`src/rtl/dice_pkg.sv`:
```
// Shared types and helpers for the dice roller block.
// Latency: n/a (package only).
// Backpressure: n/a (package only).
package dice_pkg;

    typedef enum logic [1:0] {
        IDLE,
        ROLL,
        DONE
    } state_t;

    typedef logic [2:0] die_t;

    // Feedback taps of the 16-bit Galois LFSR (x^16 + x^14 + x^13 + x^11 + 1).
    localparam logic [15:0] LFSR_MASK = 16'hB400;

    // Fold a 3-bit random field onto a die face 1..6; raw 6 and 7 wrap to 1 and 2.
    function automatic die_t die_map(input logic [2:0] raw);
        die_t face;
        if (raw >= 3'd6) begin
            face = raw - 3'd5;
        end else begin
            face = raw + 3'd1;
        end
        return face;
    endfunction

endpackage

```
`src/rtl/dice_roller_if.sv`:
```
// Request/result bundle between the game controller and the dice roller.
// Latency: n/a (wiring only); master drives requests, slave drives results.
// Backpressure: none; results are level outputs plus a one-cycle done pulse.
// Signals: roll_req/fast_fwd (controller -> roller), d1/d2/rolling/done (roller -> controller).
interface dice_roller_if;
    import dice_pkg::*;

    logic roll_req;
    logic fast_fwd;
    die_t d1;
    die_t d2;
    logic rolling;
    logic done;

    modport master (
        output roll_req,
        output fast_fwd,
        input  d1,
        input  d2,
        input  rolling,
        input  done
    );

    modport slave (
        input  roll_req,
        input  fast_fwd,
        output d1,
        output d2,
        output rolling,
        output done
    );

endinterface

```
`src/rtl/lfsr16.sv`:
```
// Free-running 16-bit Galois LFSR, stepped every clock from reset.
// Latency: state is registered; a new value every clock.
// Backpressure: none; it never stalls.
// Ports: clk, resetn (async active-low), state (current 16-bit LFSR value).
module lfsr16
    import dice_pkg::*;
#(
    parameter logic [15:0] SEED = 16'hACE1
) (
    input  logic        clk,
    input  logic        resetn,
    output logic [15:0] state
);

    // The all-zero state is a lock-up point for this LFSR, so a zero seed is replaced.
    localparam logic [15:0] INIT = (SEED == 16'h0000) ? 16'h0001 : SEED;

    always_ff @(posedge clk or negedge resetn) begin
        if (!resetn) begin
            state <= INIT;
        end else if (state[0]) begin
            state <= (state >> 1) ^ LFSR_MASK;
        end else begin
            state <= state >> 1;
        end
    end

endmodule

```
`src/rtl/dice_roller.sv`:
```
// Dice roller: button-triggered shuffle animation that latches two die values and pulses done.
// Latency: ROLL starts 3 clocks after roll_req rises; roll lasts ROLL_TICKS*TICK_DIV clocks (1 with fast_fwd).
// Backpressure: none; requests arriving during ROLL or DONE are dropped, not queued.
// Ports: clk, resetn (async active-low), bus (slave side: roll_req, fast_fwd in; d1, d2, rolling, done out).
module dice_roller
    import dice_pkg::*;
#(
    parameter int          TICK_DIV   = 2_500_000,
    parameter int          ROLL_TICKS = 16,
    parameter logic [15:0] SEED       = 16'hACE1
) (
    input  logic         clk,
    input  logic         resetn,
    dice_roller_if.slave bus
);

    localparam int TW = (TICK_DIV > 1) ? $clog2(TICK_DIV) : 1;
    localparam int RW = (ROLL_TICKS > 1) ? $clog2(ROLL_TICKS) : 1;
    localparam logic [TW-1:0] TICK_LAST = TW'(TICK_DIV - 1);
    localparam logic [RW-1:0] ROLL_LAST = RW'(ROLL_TICKS - 1);

    logic [15:0]   lfsr;
    logic          sync1;
    logic          sync2;
    logic          prev;
    logic          req_edge;
    state_t        state;
    logic [TW-1:0] tick_cnt;
    logic [RW-1:0] roll_cnt;
    die_t          d1_q;
    die_t          d2_q;
    logic          rolling_q;
    logic          done_q;

    lfsr16 #(
        .SEED(SEED)
    ) u_lfsr (
        .clk   (clk),
        .resetn(resetn),
        .state (lfsr)
    );

    // Only the low six bits feed the dice; the rest exist for the sequence period.
    logic unused_lfsr_bits;
    assign unused_lfsr_bits = ^lfsr[15:6];

    // Two-flop synchronizer on the raw button, plus a delayed copy for rising-edge detect.
    always_ff @(posedge clk or negedge resetn) begin
        if (!resetn) begin
            sync1 <= 1'b0;
            sync2 <= 1'b0;
            prev  <= 1'b0;
        end else begin
            sync1 <= bus.roll_req;
            sync2 <= sync1;
            prev  <= sync2;
        end
    end

    assign req_edge = sync2 & ~prev;

    always_ff @(posedge clk or negedge resetn) begin
        if (!resetn) begin
            state     <= IDLE;
            tick_cnt  <= '0;
            roll_cnt  <= '0;
            d1_q      <= 3'd1;
            d2_q      <= 3'd1;
            rolling_q <= 1'b0;
            done_q    <= 1'b0;
        end else begin
            done_q <= 1'b0;
            case (state)
                IDLE: begin
                    if (req_edge) begin
                        state     <= ROLL;
                        tick_cnt  <= '0;
                        roll_cnt  <= '0;
                        rolling_q <= 1'b1;
                    end
                end
                ROLL: begin
                    // fast_fwd wins over a coincident tick; both take the same sample.
                    if (bus.fast_fwd) begin
                        d1_q      <= die_map(lfsr[2:0]);
                        d2_q      <= die_map(lfsr[5:3]);
                        state     <= DONE;
                        rolling_q <= 1'b0;
                        done_q    <= 1'b1;
                    end else if (tick_cnt == TICK_LAST) begin
                        tick_cnt <= '0;
                        d1_q     <= die_map(lfsr[2:0]);
                        d2_q     <= die_map(lfsr[5:3]);
                        if (roll_cnt == ROLL_LAST) begin
                            state     <= DONE;
                            rolling_q <= 1'b0;
                            done_q    <= 1'b1;
                        end else begin
                            roll_cnt <= roll_cnt + 1'b1;
                        end
                    end else begin
                        tick_cnt <= tick_cnt + 1'b1;
                    end
                end
                DONE: begin
                    // Any edge seen in this cycle is deliberately lost.
                    state <= IDLE;
                end
                default: begin
                    state     <= IDLE;
                    rolling_q <= 1'b0;
                end
            endcase
        end
    end

    assign bus.d1      = d1_q;
    assign bus.d2      = d2_q;
    assign bus.rolling = rolling_q;
    assign bus.done    = done_q;

endmodule

```
`src/flat_wrapper.sv`:
```
// flat-port wrapper written by rule: the top's interface ports become plain ports
module dice_roller_flat import dice_pkg::*;
#(
    parameter int          TICK_DIV   = 2_500_000,
    parameter int          ROLL_TICKS = 16,
    parameter logic [15:0] SEED       = 16'hACE1
)
  (clk, resetn, bus_roll_req, bus_fast_fwd, bus_d1, bus_d2, bus_rolling, bus_done);
  dice_roller_if bus_i ();
  input  logic clk;
  input  logic resetn;
  input wire logic [$bits(bus_i.roll_req)-1:0] bus_roll_req;
  input wire logic [$bits(bus_i.fast_fwd)-1:0] bus_fast_fwd;
  output wire logic [$bits(bus_i.d1)-1:0] bus_d1;
  output wire logic [$bits(bus_i.d2)-1:0] bus_d2;
  output wire logic [$bits(bus_i.rolling)-1:0] bus_rolling;
  output wire logic [$bits(bus_i.done)-1:0] bus_done;
  assign bus_i.roll_req = bus_roll_req;
  assign bus_i.fast_fwd = bus_fast_fwd;
  assign bus_d1 = bus_i.d1;
  assign bus_d2 = bus_i.d2;
  assign bus_rolling = bus_i.rolling;
  assign bus_done = bus_i.done;
  dice_roller #(.TICK_DIV(TICK_DIV), .ROLL_TICKS(ROLL_TICKS), .SEED(SEED)) u_core (.clk(clk), .resetn(resetn), .bus(bus_i));
endmodule
```
`config.mk`:
```
export PLATFORM = sky130hd
export DESIGN_NAME = dice_roller_flat
export DESIGN_NICKNAME = d
export VERILOG_FILES = /design/src/rtl/dice_pkg.sv /design/src/rtl/dice_roller_if.sv /design/src/rtl/lfsr16.sv /design/src/rtl/dice_roller.sv /design/src/flat_wrapper.sv
export SDC_FILE = /design/constraint.sdc
export NUM_CORES = 1
export LEC_CHECK = 0
export BUFFER_PORTS_ARGS = -buffer_cell sky130_fd_sc_hd__buf_2
export CORE_MARGIN = 3
export CORE_UTILIZATION = 45
export CTS_CLUSTER_SIZE = 8
export DETAILED_ROUTE_END_ITERATION = 6
export GPL_TIMING_DRIVEN = 0
export PLACE_DENSITY = 0.68
export SETUP_SLACK_MARGIN = 0.15
export SLEW_MARGIN = 5
export SYNTH_ARGS = -nofsm -noshare
export SYNTH_HDL_FRONTEND = slang
export SYNTH_SLANG_ARGS = --single-unit
```
`constraint.sdc`:
```
create_clock -name clk -period 3 [get_ports clk]
set_input_delay 0 -clock clk [delete_from_list [all_inputs] [get_ports clk]]
set_output_delay 0 -clock clk [all_outputs]
set_load 0.005 [all_outputs]
```
# Word-level counts from Yosys, hierarchy flattened
# Index checks and enable logic that the tools add are counted.
dict set report op_classes {
  magnitude_cmp 2
  bitwise_logic 4
  add_sub_neg 6
  n_eq_ne 10
  reduce_logical 8
  muxes 30
}
# op n
set op_table {}
lappend op_table {{$mux W22} 3}
lappend op_table {{$pmux W22 S2} 1}
lappend op_table {{$add A22 B1 Y22 const B} 1}
lappend op_table {{$eq A22 B22 Y1 const B} 1}
lappend op_table {{$mux W3} 6}
lappend op_table {{$mux W16} 1}
lappend op_table {{$mux W4} 4}
lappend op_table {{$mux W1} 8}
lappend op_table {{$mux W2} 4}
lappend op_table {{$pmux W4 S2} 1}
lappend op_table {{$add A3 B1 Y3 const B} 2}
lappend op_table {{$ge A3 B3 Y1 const B} 2}
lappend op_table {{$ne A3 B2 Y1 const B} 2}
lappend op_table {{$reduce_and A3 Y1} 2}
lappend op_table {{$sub A3 B3 Y3 const B} 2}
lappend op_table {{$reduce_and A5 Y1} 1}
lappend op_table {{$add A4 B1 Y4 const B} 1}
lappend op_table {{$eq A4 B4 Y1 const B} 1}
lappend op_table {{$ne A2 B1 Y1 const B} 2}
lappend op_table {{$ne A2 B2 Y1 const B} 2}
lappend op_table {{$not A3 Y4} 1}
lappend op_table {{$pmux W2 S2} 1}
lappend op_table {{$reduce_and A4 Y1} 1}
lappend op_table {{$reduce_bool A2 Y1} 2}
lappend op_table {{other kinds (7)} 8}
dict set report totals {
  wordCells 71
  inputBits 4
  register_bits 55
}

# Logic depth before layout (Yosys ltp)
# Gate-level depths: netlist (run 1).
dict set report depth {
  depth_word 5
  depth_mapped 7
}

# Cells and area by module
# A second synthesis (run 1) with hierarchy kept.
dict set report hier_totals {
  cells_unflattened 234
  hier_area_um2 2595.0
}
# mod seq_area_each_um2 cells_per_inst area_per_inst_um2 n_inst
set modules_own_cells {}
lappend modules_own_cells {dice_roller 978.4 215 2158.3 1}
lappend modules_own_cells {lfsr16 410.4 19 436.7 1}

# Worst setup path before layout (run 1)
# No wires, ideal clock.
dict set report synth_timing {
  path_type {register to register}
  start {reg u_core.tick_cnt[11]}
  end {reg u_core.d1_q[1], in the netlist u_core.bus.d1[1]}
  path_slack_ps 931
  synth_period_minus_slack_ps 2069
  n_path_buf 1
  path_stages_with_launch 7
  t_arrival_ps 1944
  path_cell_list {dfrtp_1 > or4b_4 > nor4_4 > a21oi_1 > nor2b_1 > buf_2 > mux2_2}
}
dict set report synth_via {
  elab_chain_cells 3
}
# item line
set synth_lines {}
lappend synth_lines {{start, declared} dice_roller.sv:28} ;# logic [TW-1:0] tick_cnt;
lappend synth_lines {{start signal, assigned} dice_roller.sv:102} ;# tick_cnt <= tick_cnt + 1'b1;
lappend synth_lines {{$eq A22 B22 Y1} dice_roller.sv:90} ;# end else if (tick_cnt == TICK_LAST) begin
lappend synth_lines {{$reduce_bool A2 Y1 (no source line)} --}
lappend synth_lines {{$reduce_and A2 Y1 (no source line)} --}
lappend synth_lines {{end signal, assigned} dice_roller.sv:85} ;# d1_q <= die_map(lfsr[2:0]);
lappend synth_lines {{end signal, assigned} dice_roller.sv:92} ;# d1_q <= die_map(lfsr[2:0]);
lappend synth_lines {{end, declared} dice_roller.sv:30} ;# die_t d1_q;
# Every way passes these cells.
# A chain may end at the register's enable or synchronous reset.

# Final worst setup path (run 1)
dict set report layout_timing {
  start {reg u_core.state[1]}
  end {reg u_core.tick_cnt[14]}
}
dict set report layout_via {
  elab_chain_cells 3
  elab_cells_between_ends 7
  cone_classes {3 x eq/ne; 1 x mux; 3 x reduce/logical}
}
# item line
set layout_lines {}
lappend layout_lines {{start, declared} dice_roller.sv:27} ;# state_t state;
lappend layout_lines {{start signal, assigned} dice_roller.sv:64} ;# state <= IDLE;
lappend layout_lines {{start signal, assigned} dice_roller.sv:76} ;# state <= ROLL;
lappend layout_lines {{start signal, assigned} dice_roller.sv:87} ;# state <= DONE;
lappend layout_lines {{$eq A2 B1 Y1 or $logic_not A2 Y1 (tied branches)} dice_roller.sv:73} ;# case (state)
lappend layout_lines {{$ne A2 B2 Y1 (no source line) (tied with other cells)} --}
lappend layout_lines {{$reduce_and A3 Y1 (no source line)} --}
# Several ways; a longest one is shown, not always the timed one.

==> impl_results.md, run 1 <==
* CTS H-Tree Depth at 2
* Final hold viol count at 0
* Tcrit/Tclk final at 0.787
* Synth async-reset ratio at 1.00
* Worst endpoint data arrival time at 2550 ps
* DR vias/cell at 5.21
* Core area at between 5000 and 6000 µm²
* Tmin final at 2360 ps
* Crit path kind: flip-flop to flip-flop
* Share of cells above drive strength 1 at 0.186
* I/O pins at 12
* Nets@finish at 243
* Final setup skew at 11.1 ps
* Post-synth top area cell: dfrtp_1
* Die area at 6350 µm²
* Syn Nets at 223
* Crit path max fanout at 8
* Largest family of logic cells by synthesized area: simple AND/OR/NAND/NOR gates
* Synth Area in Compound Gates at 0.0548
* Reg area at between 1000 and 1500 µm²
* Starting Density at 0.472
* RSZ-0062 raised after global routing: false
* CTS tree: built
* Routed WL at 4100 µm
* Initial antenna violation count at 0
* Num CTS Buffers at 5
* Sequential area share after synthesis at 0.568
* Post-synthesis register bit count at 55
* Setup crit start: u_core.state[1]$_DFFE_PN0P_
* Hold Crit Class: primary input to flip-flop
* Syn Area/Cell at 11.4 µm²
* Via Count at 1,593
* Final setup violation count at 0
* Most used DFF post-synth: dfrtp_1
* Row Count at 26
* Crit. End Element: flip-flop
* Slew Limit Headroom at 0.489
* Final Cell Area at 2720 µm²
* Synth area leaders: dfrtp_1 (46%), dfstp_2 (11%), xnor2_1 (5.4%), nor2_1 (4.6%), nand3_1 (2.9%)
* Xor and xnor area share after synthesis at 0.0789
* Unique masters post-synth at 43
* Die H at 79.7 µm
* Fmax achieved at 424 MHz
* Clk root buf: clkbuf_8
* Diode count at 0
* Outcome: finished, final reports clean
* Post-synthesis instance area at 2440 µm²
* GRT Resource Usage Total at 0.147
* Slew Limit Fails at 0
* Synth Instances at 215
* Worst r2r src: u_core.state[1]$_DFFE_PN0P_
* Most frequent cell after synthesis: dfrtp_1
* Routability cong. at 0.808
* Port buffer count at 11
* Worst-path clk slew at 100 ps
* MaxCap Viol Count at 0
* Clock Path Buffers at 2
* Area occupied by multi-input gates at 1000 µm²
* Startpoint types: flip-flop
* Filler Cell Count at 438
* Hold-critical path endpoint: u_core.bus.done$_DFF_PN0_
* Total grt overflow at 0
* Hold path cells at 2
* Number of global-route vias before repair at 1,627
* Mux share of post-synthesis cell area at 0.0353
* Synth top area share at 0.461
* EDFF count, synth at 0
* Cell Area, Placed at 2590 µm²
* ANT nets after route at 0
* Largest net degree at the start of global routing at 56
* Crit path required time at between 3000 and 4000 ps
* Post-detail-place hpwl at 2790 µm
* DRT iter0 DRCs at 80
* Commonest cells in the netlist: dfrtp_1 (45), nor2_1 (30), xnor2_1 (15)
* Min Hold Slack at 10.6 ps
* Drt pass-1 iters at 4
* Die Wd at 79.7 µm
* First-pass GRT wire length at 7420 µm
* Area Growth Syn to Fin at 11.3%
* Reg2reg path depth at 5
* Register-to-register setup slack at around 640 ps
* Gates resized, CTS repair at 0
* Clock sinks at 55
* DR DRC count at 0
* Yosys Warn Count at 0
* Min-Delay Startpoint: bus_fast_fwd
* Clk_lat worst skew at 310 ps
* Slew @ Worst Pin at 765 ps
* Drt wl/cell at 13.4 µm
* Simple-gate portion of the synthesized area at 0.219
* R2r endpoint: u_core.tick_cnt[14]$_DFFE_PN0P_
* Post-Synth Adder-Cell Area at 0.0236
* Pwr Density at 524 nW/µm²
* Leakage dissipation at 1.21 nW
* Fin Setup TNS at 0 ps
* VDD IR-drop max at between 0.2 and 0.25 mV
## cells in the final DEF (no fill, tap or decap), types with 2 or more instances in the layout
| cell | Yosys | layout |
|---|---|---|
| dfrtp_1 | 45 | 45 |
| nor2_1 | 30 | 30 |
| xnor2_1 | 15 | 15 |
| nand3_1 | 14 | 14 |
| nand2_1 | 12 | 12 |
| buf_2 | 1 | 11 |
| dfstp_2 | 10 | 10 |
| inv_1 | 9 | 9 |
| xor2_1 | 7 | 7 |
| nor3_1 | 7 | 7 |
| nand4_1 | 5 | 5 |
| mux2_2 | 5 | 5 |
| clkbuf_8 | 0 | 5 |
| a21oi_1 | 4 | 4 |
| nor2b_1 | 3 | 3 |
| o211ai_1 | 3 | 3 |
| and3_1 | 3 | 3 |
| and4_1 | 3 | 3 |
| o21ai_0 | 3 | 3 |
| mux2i_1 | 3 | 3 |
| ha_1 | 3 | 3 |
| nand2b_1 | 2 | 2 |
| nor4_4 | 2 | 2 |
| or4_1 | 2 | 2 |
| clkbuf_1 | 1 | 2 |
| o21a_1 | 2 | 2 |
| o2111ai_1 | 2 | 2 |
| nand3b_1 | 2 | 2 |
| nor3b_1 | 2 | 2 |
| buf_4 | 1 | 2 |
| dlygate4sd3_1 | 0 | 2 |
## sequential cells by signal, indices dropped and copies added (netlist names), 2 cells and up
register             flops
u_core.bus.d1            3
u_core.roll_cnt          4
u_core.bus.d2            3
u_core.state             2
u_core.tick_cnt         22
u_core.u_lfsr.state     16
## area by class of cell
class | instances | share of cell area
clock inverter | 2 | 0.0143
buffer | 3 | 0.00598
clock buffer | 6 | 0.0267
timing repair buffer | 13 | 0.0285
sequential | 55 | 0.511
multi-input combinational | 148 | 0.369
inverter | 9 | 0.0124
tap | 70 | 0.0322
## cell families (layout without fill, tap and decap cells)
group / Yosys count / after routing
and+or+nand+nor: 95 / 95
AOI/OAI and AO/OA: 19 / 19
xor gates and xnor gates: 22 / 22
adders and majority gates: 4 / 4
DFF: 55 / 55
muxes: 8 / 8
buffers and inverters: 12 / 33
## power breakdown
part / total [W] / internal, W / switching, W
Sequential: 0.000817 / 0.000778 / 0.0000392
Combinational: 0.000122 / 0.0000494 / 0.0000722
Clock: 0.000487 / 0.000252 / 0.000234
Total: 0.00143 / 0.00108 / 0.000346
## critical path, cell delays in order, from the launching register on
cell and delay (ps):
dfrtp_1 470, nor4b_2 710, o2111ai_1 500, nor3_1 360
xnor2_1 160, nor2_1 60
## per-stage QoR
| step | instances | util | total power, W | worst slack, ps |
|---|---|---|---|---|
| after floorplan | 215 | - | 0.000905 | 931 |
| after CTS | 306 | 0.525 | 0.00144 | 628 |
| after detailed placement | 296 | 0.500 | 0.000953 | 634 |
| after global placement | 296 | 0.500 | 0.000951 | 640 |
| final | 306 | 0.526 | 0.00143 | 639 |
| after global routing | 306 | 0.526 | 0.00150 | 415 |
## metal layers
layer,wire length [µm],up-vias,GRT usage
met4,33,0,0.0309
met2,1900,18,0.239
met3,129,5,0.0372
li1,-,787,-
met1,2040,783,0.199
met5,0,-,0
## worst max path at each step
stage                                 endpoint  slack, ps  cells past startpoint
2_1_floorplan     u_core.bus.d1[1]$_DFFE_PN0P_        930                      6
3_3_place_gp   u_core.tick_cnt[20]$_DFFE_PN0P_        640                      5
3_5_place_dp   u_core.tick_cnt[14]$_DFFE_PN0P_        630                      6
4_1_cts        u_core.tick_cnt[14]$_DFFE_PN0P_        630                      6
5_1_grt        u_core.tick_cnt[18]$_DFFE_PN0P_        420                      5
6_report       u_core.tick_cnt[14]$_DFFE_PN0P_        640                      5
## timing repair
action | CTS | global route
setup buffers | 0 | 0
hold buffers | 2 | 0
hold endpoints to repair | 46 | 0
(Power assumes the default switching activity.)
==> inputs of run 2 (changes only) <==
--- a/config.mk
+++ b/config.mk
@@ -11,7 +11,7 @@
 export CTS_CLUSTER_SIZE = 8
 export DETAILED_ROUTE_END_ITERATION = 6
 export GPL_TIMING_DRIVEN = 0
-export PLACE_DENSITY = 0.68
+export PLACE_DENSITY = 0.7
 export SETUP_SLACK_MARGIN = 0.15
 export SLEW_MARGIN = 5
 export SYNTH_ARGS = -nofsm -noshare
==> constraint.sdc (replaced) <==
create_clock -name clk -period 2.15 [get_ports clk]
set_input_delay 0 -clock clk [delete_from_list [all_inputs] [get_ports clk]]
set_output_delay 0 -clock clk [all_outputs]
set_load 0.005 [all_outputs]
==> impl_results.md, run 2 (synthesized netlist as in run 1, its figures left out) <==
* CTS tree: built (unchanged)
* Starting Density at 0.472 (unchanged)
* Fmax achieved at 467 MHz (was 424 MHz)
* Crit path required time at 2350 ps (was 3190 ps)
* Tcrit/Tclk final at 0.995 (was 0.787)
* Reg power frac at 0.588 (was 0.573)
* DRT iter0 DRCs at 64 (was 80)
* Outcome: finished, final reports clean (unchanged)
* Slew Limit Headroom at 0.660 (was 0.489)
* Comb pwr share at 0.104 (was 0.085)
* CTS H-Tree Depth at 2 (unchanged)
* Routed WL at 4420 µm (was 4100 µm)
* Diode count at 0 (unchanged)
* Register-to-register setup slack at 10 ps (was 640 ps)
* Hold Crit Class: primary input to flip-flop (unchanged)
* Core area at 5170 µm² (unchanged)
* First-pass GRT wire length at 7400 µm (was 7420 µm)
* Commonest non-fill, non-tap cell in the layout: dfrtp_1 (unchanged)
* CP max stage delay at 540 ps (was 710 ps)
* ANT nets after route at 0 (unchanged)
* Leakage dissipation at 1.33 nW (was 1.21 nW)
* MaxCap Viol Count at 0 (unchanged)
* VDD IR-drop max at 0.466 mV (was 0.220 mV)
* Share of cells above drive strength 1 at 0.280 (was 0.186)
* Post-detail-place hpwl at 2740 µm (was 2790 µm)
* Switching Fraction at 0.273 (was 0.243)
* Worst-path clk slew at 100 ps (about the same)
* Drt pass-1 iters at 4 (unchanged)
* Nets@finish at 261 (was 243)
* Number of flip-flops under the largest register name at 22 (unchanged)
* DR vias/cell at 5.15 (was 5.21)
* Number of global-route vias before repair at 1,569 (was 1,627)
* I/O pins at 12 (unchanged)
* GRT Resource Usage Total at 0.149 (was 0.147)
* Port buffer count at 11 (unchanged)
* Pwr Density at 662 nW/µm² (was 524 nW/µm²)
* Clock Path Buffers at 2 (unchanged)
* Top reg by flops: u_core.tick_cnt (unchanged)
* Clock power share at 0.309 (was 0.342)
* Worst Path Buf+Inv at 1 (was 0)
* Die Wd at 79.7 µm (unchanged)
* Slew Limit Fails at 0 (unchanged)
* Largest regs: u_core.tick_cnt: 22 flops, u_core.u_lfsr.state: 16 flops, u_core.roll_cnt: 4 flops (unchanged)
* Tmin final at 2140 ps (was 2360 ps)
* Slowest CP cell: or4_4 (was nor4b_2)
* Row Count at 26 (unchanged)
* DP Worst Slack at -194 ps (was 634 ps)
* Via Count at 1,669 (was 1,593)
* CP cell instances: or4_4 > nor4_4 > a21oi_1 > nor2b_1 > buf_4 > mux2_4 (was nor4b_2 > o2111ai_1 > nor3_1 > xnor2_1 > nor2_1)
* Final setup violation count at 0 (unchanged)
* Crit. End Element: flip-flop (unchanged)
* Clk_lat worst skew at 310 ps (about the same)
* Filler Cell Count at 429 (was 438)
* Final setup skew at 14.7 ps (was 11.1 ps)
* Total Power at 0.00195 W (was 0.00143 W)
* RSZ-0062 raised after global routing: true (was false)
* Die area at 6350 µm² (unchanged)
* Final hold viol count at 0 (unchanged)
* Cell internal pwr at 0.00142 W (was 0.00108 W)
* Cell family with most CP delay: simple AND/OR/NAND/NOR gates (unchanged)
* NetSw at 0.000532 W (was 0.000346 W)
* Final WS setup at 10.7 ps (was 639 ps)
* Slew @ Worst Pin at 508 ps (was 765 ps)
* Crit path max fanout at 6 (was 8)
* Clk root buf: clkbuf_8 (unchanged)
* Clock sinks at 55 (unchanged)
* DR DRC count at 0 (unchanged)
* Drt wl/cell at 13.7 µm (was 13.4 µm)
* Area Growth Syn to Fin at 20.6% (was 11.3%)
* Crit path kind: flip-flop to flip-flop (unchanged)
* Routability cong. at 0.784 (was 0.808)
* Min Hold Slack at 20.5 ps (was 10.6 ps)
* Most frequent cells in the layout: dfrtp_1 (44), nor2_1 (29), xnor2_1 (15), buf_4 (14), nand3_1 (13) (was dfrtp_1 (45), nor2_1 (30), xnor2_1 (15), nand3_1 (14), nand2_1 (12))
* Startpoint types: flip-flop (unchanged)
* Largest net degree at the start of global routing at 56 (unchanged)
* Num CTS Buffers at 5 (unchanged)
* Total grt overflow at 0 (unchanged)
* Initial antenna violation count at 0 (unchanged)
* Die H at 79.7 µm (unchanged)
* Worst endpoint data arrival time at 2340 ps (was 2550 ps)
## run 2: changes by cell type in the layout (fill, tap and decap cells not counted), sizes merged
| cell | delta |
|---|---|
| buf | +18 |
| bufinv | -1 |
| clkbuf | -1 |
| clkinvlp | +1 |
| inv | +1 |
## run 2: final timing paths
path                                                endpoint  cells past startpoint                              from
max                             u_core.bus.d2[1]$_DFFE_PN0P_                      6   u_core.tick_cnt[19]$_DFFE_PN0P_
max reg2reg                     u_core.bus.d2[1]$_DFFE_PN0P_                      6   u_core.tick_cnt[19]$_DFFE_PN0P_
min in group asynchronous     u_core.tick_cnt[7]$_DFFE_PN0P_                      2                            resetn
min                                u_core.bus.done$_DFF_PN0_                      2                      bus_fast_fwd
max in group asynchronous  u_core.u_lfsr.state[11]$_DFF_PN1_                      3                            resetn
min reg2reg                 u_core.u_lfsr.state[7]$_DFF_PN1_                      0  u_core.u_lfsr.state[8]$_DFF_PN0_
## run 2: metal layers
| metal | GRT usage | vias to the layer above | part of all wire |
|---|---|---|---|
| met4 | 0.0430 | 0 | 0.011 |
| met3 | 0.0316 | 6 | 0.030 |
| met2 | 0.225 | 22 | 0.46 |
| li1 | - | 819 | - |
| met1 | 0.215 | 822 | 0.50 |
| met5 | 0 | - | 0 |
## run 2: stage by stage
| stage | TNS [ps] | util | cells | cell area, µm² |
|---|---|---|---|---|
| floorplan | 0 | - | 215 | 2460 |
| CTS | 0 | 0.550 | 317 | 2840 |
| detailed placement | -2100 | 0.503 | 296 | 2600 |
| finish | 0 | 0.570 | 324 | 2950 |
| global route | -1110 | 0.570 | 324 | 2950 |
| global placement | -1770 | 0.503 | 296 | 2600 |
## run 2: final cells by class
cell class | count | area [µm²] | area share
Inverter | 9 | 33.8 | 0.0115
Sequential cell | 55 | 1390 | 0.472
Timing Repair Buffer | 31 | 238 | 0.0807
Buffer | 3 | 22.5 | 0.00764
Multi-Input combinational cell | 148 | 1080 | 0.366
Clock inverter | 3 | 27.5 | 0.00934
Clock buffer | 5 | 68.8 | 0.0234
Tap cell | 70 | 87.6 | 0.0297
## run 2: what timing repair did
action,4_1_cts,5_1_grt
pin swaps,5,4
gates cloned,1,0
hold buffers,2,0
setup buffers,10,6
hold endpoints to repair,46,0
endpoints found under the setup margin,30,32
resized for setup,11,11
## run 2: power by group through the flow
stage	logic [W]	registers [W]	clock network, W
CTS	0.000195	0.00114	0.000617
finish	0.000202	0.00115	0.000602
global route	0.000226	0.00115	0.000656
floorplan	0.000117	0.00115	0
global placement	0.000170	0.00116	0
detailed placement	0.000176	0.00116	0
